==> src/rtl/dec_scan_n.sv <==
// One-hot decoder with a prescaled up/down scan index.
// DIRECT decodes sel; SCAN_UP/SCAN_DOWN step idx every div+1 enabled cycles; HOLD freezes.
module dec_scan_n #(
   parameter  int SEL_W = 4,
   parameter  int DIV_W = 8,
   localparam int OUT_W = 2 ** SEL_W
) (
   input  logic             clk,
   input  logic             reset,
   input  logic             en,
   input  logic [1:0]       mode,
   input  logic [SEL_W-1:0] sel,
   input  logic             load,
   input  logic [DIV_W-1:0] div,
   output logic [OUT_W-1:0] out,
   output logic [SEL_W-1:0] idx,
   output logic             wrap
);

   typedef enum logic [1:0] {
      DIRECT    = 2'b00,
      SCAN_UP   = 2'b01,
      SCAN_DOWN = 2'b10,
      HOLD      = 2'b11
   } mode_t;

   localparam logic [OUT_W-1:0] ONE = OUT_W'(1);

   logic [DIV_W-1:0] pre, pre_n;
   logic [SEL_W-1:0] idx_n;
   logic [OUT_W-1:0] out_n;
   logic             wrap_n;
   mode_t            pmode, pmode_n;
   logic             seen, seen_n;
   logic             mode_chg;
   logic             up;

   // NOTE: every variable gets a default before any branch, so no path leaves one unassigned and no latch is inferred.
   always_comb begin
      idx_n    = idx;
      pre_n    = pre;
      out_n    = '0;
      wrap_n   = 1'b0;
      pmode_n  = pmode;
      seen_n   = seen;
      mode_chg = 1'b0;
      up       = (mode_t'(mode) == SCAN_UP);
      if (en) begin
         seen_n   = 1'b1;
         pmode_n  = mode_t'(mode);
         // The first enabled cycle after reset has no predecessor to compare against.
         mode_chg = seen && (mode_t'(mode) != pmode);
         case (mode_t'(mode))
            DIRECT: begin
               idx_n = sel;
               pre_n = '0;
            end
            SCAN_UP, SCAN_DOWN: begin
               if (load) begin
                  idx_n = sel;
                  pre_n = '0;
               end else if (mode_chg) begin
                  pre_n = '0;
               end else if (pre >= div) begin
                  // >= rather than == so a div lowered mid-period still steps immediately.
                  pre_n  = '0;
                  idx_n  = up ? idx + 1'b1 : idx - 1'b1;
                  wrap_n = (SEL_W == 1) || (up ? (idx == '1) : (idx == '0));
               end else begin
                  pre_n = pre + 1'b1;
               end
            end
            HOLD: begin
               if (mode_chg) pre_n = '0;
            end
         endcase
         out_n = ONE << idx_n;
      end
   end

   // NOTE: state registers use non-blocking assignments so every flop samples the pre-edge values.
   always_ff @(posedge clk) begin
      if (reset) begin
         idx   <= '0;
         pre   <= '0;
         out   <= '0;
         wrap  <= 1'b0;
         pmode <= DIRECT;
         seen  <= 1'b0;
      end else begin
         idx   <= idx_n;
         pre   <= pre_n;
         out   <= out_n;
         wrap  <= wrap_n;
         pmode <= pmode_n;
         seen  <= seen_n;
      end
   end

endmodule
==> config.mk <==
export PLATFORM = sky130hd
export DESIGN_NAME = dec_scan_n
export DESIGN_NICKNAME = d
export VERILOG_FILES = /design/src/rtl/dec_scan_n.sv
export SDC_FILE = /design/constraint.sdc
export NUM_CORES = 1
export LEC_CHECK = 0
export ABC_AREA = 1
export CORE_ASPECT_RATIO = 0.8
export CORE_UTILIZATION = 30
export CTS_CLUSTER_DIAMETER = 60
export DETAILED_ROUTE_END_ITERATION = 6
export MAX_ROUTING_LAYER = met4
export PLACE_DENSITY = 0.53
export SLEW_MARGIN = 20
export SYNTH_ARGS = -nofsm -noshare
export SYNTH_HDL_FRONTEND = slang
export SYNTH_SLANG_ARGS = --single-unit
export TNS_END_PERCENT = 20
==> constraint.sdc <==
create_clock -name clk -period 3.1 [get_ports clk]
set_input_delay 0.775 -clock clk [delete_from_list [all_inputs] [get_ports clk]]
set_output_delay 0.775 -clock clk [all_outputs]
set_load 0.02 [all_outputs]
==> results.yml <==
status:
  outcome: "completed"
detailed_routing:
  dr.pass1.iters: 4
  wl_per_cell_um: 10.65
  num_vias: 1562
  viasPerCell: 4.303
  drtIter0Drc: 79
  drc_errors: 0
  drtAntennaViolNets: 0
  drt-total-wl_um: 3867
die:
  initial_core_util_pct: 31.17
  std_cell_rows: 25
  io_pins: 39
  die-height_um: 72.11
  die_x_um: 89.63
  dieArea_mm2: 0.006463
  coreArea_mm2: 0.005912
synth:
  synth.avg_cell_area_um2: 7.876
  yosysSeqAreaShare_pct: 34.76
  syn_nets: 268
  synth_cell_types: 32
  syn-instance-count: 234
  synth_compound_area_share_pct: 11.47
  synth_xor_area_share_pct: 2.376
  ys_top_cells_by_area: "dfxtp_1 (35%), ha_1 (10%), nor2_1 (9.0%)"
  yosys_warnings: 0
  synth-simple-area-share_pct: 32.99
  synth.mux.area_fraction_pct: 0
  synth_top_area_cell: "dfxtp_1"
  synthesis.area_mm2: 0.001843
  synth_top_family_by_area: "simple AND/OR/NAND/NOR gates"
  yosysTopAreaCellShare_pct: 34.76
  yosys.area_share.adder_pct: 11.27
  ys_seq_elements: 32
clocking:
  cts_root_buf: "clkbuf_8"
  post_cts_resized: 0
  cts_sinks: 32
  cts_inserted_buffers: 5
  clkTransAtPathRegs_ps: 70
  clockBufferDepth: 2
  h-tree-depth: 2
  cts_setup_buffers: 0
  ctsHoldBuffers: 0
  clkLatencyLatePin_ps: 280
  cts_tree: "built"
power_and_ir_drop:
  fin_total_pwr_uw: 1035
  cellLeakagePower_uw: 0.001040
  max-vdd-ir-drop_v: 0.0001431
  powerDensity_mw_per_mm2: 422.9
sta:
  setup_violations: 0
  min_period_over_period_pct: 88.72
  setup_tns_ps: 0
  fin_crit_ps: 2750
  relSlewSlack_pct: 71.60
  tightest_slew_ps: 424.7
  rsz0062_at_grt: "false"
  clock.fmax_ghz: 0.3636
  finalHoldViolCount: 0
  maxSlewViolCount: 0
  finalClockSkew_ps: 4.146
placed_design:
  io_buffers: 38
  place_congestion: 0.7815
  dp_hpwl_um: 3102
  dp.cells: 355
layout:
  nets: 315
  syn_to_final_growth_pct: 32.79
  final_layout_size_suffix_gt1_share_pct: 13.83
  final_cell_count_no_fill: 363
  utilization_pct: 41.40
  diodes: 0
critical_path:
  cp_max_fo: 9
  crit_path_end_kind: "flop"
  cpLargestDelayFamily: "buffers and inverters"
  r2r_end: "out[15]"
  r2r_cells: 9
  cp.depth: 14
  critPathKind: "in -> reg"
  cp_common_cell: "nand2_1"
  slowest_delay_ps: 420
  path_cells: "clkdlybuf4s50_1, inv_1, ha_1, inv_1, ha_1, a21oi_1, nand2_1, xor2_1, nand3_1, nand3_1, nand2_1, nand2_1, o211ai_2, o21ai_0"
  crit_path_end: "idx[3]"
  cp-start-kind: "input port"
  cp_data_required_time_ps: 3250
  cp_num_buf_inv: 3
  reg2reg_from: "idx[0]"
  crit_start: "mode[1]"
  r2r_slack_ps: 1100
  crit_slowest_cell: "clkdlybuf4s50_1"
  arrival_ps: 2900
min_path:
  hold_start: "pmode[1]"
  worstHoldPathCells: 2
  worstHoldPathType: "reg -> reg"
global_routing:
  grt.overflow.total: 0
  grt_pass1_wl_um: 6375
  grt_max_degree: 11
  antenna_found_initial: 0
  grt_pass1_vias: 1411
  grt_usage_pct: 13.37
job:
  drv_cap: 0
-- synth_stat cells, drive strengths merged --
library cell and n:
a211oi 1, a21o 1, a21oi 12, and2 1, clkinv 1, dfxtp 32, fa 1, ha 15
inv 34, nand2 47, nand3 18, nand3b 1, nand4 1, nor2 47, nor3b 3, nor4 2
o211ai 1, o21a 1, o21ai 6, o21bai 1, o22ai 3, xnor2 3, xor2 2
-- stage by stage --
stage	setup slack [ps]	cell area (um2)	hold WS, ps
floorplan	696.6	1843	448.8
global placement	113.0	2340	464.2
detailed placement	57.62	2340	467.0
CTS	351.9	2447	485.2
global route	154.4	2447	508.8
finish	349.8	2447	483.5
-- routing by layer --
layer,wire [um],GRT usage (%),share of wire [%],up-vias
li1,-,-,-,844
met1,2126,19.65,55,678
met2,1544,17.93,40,37
met3,176,2.730,4.6,3
met4,19,4.586,0.49,0
met5,0,-,0,-
-- how the worst min path moves through the flow --
stage	slack (ps)	end
floorplan	450	pmode[0]
global placement	460	pmode[0]
detailed placement	470	pmode[0]
CTS	490	pmode[0]
global route	510	pmode[0]
finish	480	pmode[1]
-- report_power, final --
group / switching (uW) / internal (uW) / leakage, uW
logic: 119 / 88.5 / 0.000725
registers: 12.5 / 423 / 0.000260
clock network: 153 / 238 / 0.0000552
-- tightest hold or removal path, delay by kind of cell, from the launching register on --
kind | cells | cell delay (ps)
AND/OR/NAND/NOR | 1 | 60
AO/OA/AOI/OAI | 1 | 60
flip-flops | 1 | 340
-- placed cells by master (no fill, tap or decap), types with 2 or more instances in the layout --
cell type / n
a21oi_1: 8
a21oi_4: 4
buf_4: 2
clkbuf_8: 5
clkdlybuf4s50_1: 38
dfxtp_1: 32
ha_1: 15
inv_1: 34
nand2_1: 32
nand2_2: 10
nand2_4: 5
nand3_1: 16
nor2_1: 44
nor2_4: 2
nor3b_1: 2
nor4_1: 2
o21ai_0: 5
o22ai_1: 3
xnor2_1: 3
xor2_1: 2
-- layout make-up --
class                      instances  area (um2)
clock buffer                       6       72.57
clock inverter                     2       35.03
fill                             590        3465
inverter                          35       131.4
multi-input combinational        167        1071
sequential                        32       640.6
tap                               81       101.3
timing repair buffer              40       395.4
-- cells by family after synthesis --
family | count (synthesis)
AOI/OAI and AO/OA | 26
xor gates and xnor gates | 5
adders and majority gates | 16
buffers and inverters | 35
DFF | 32
and+or+nand+nor | 120
-- state kept, by name, summed over array words and instances, names as in the netlist --
register,count
seen,1
idx,4
out,16
pmode,2
wrap,1
pre,8
(Power assumes the default switching activity.)
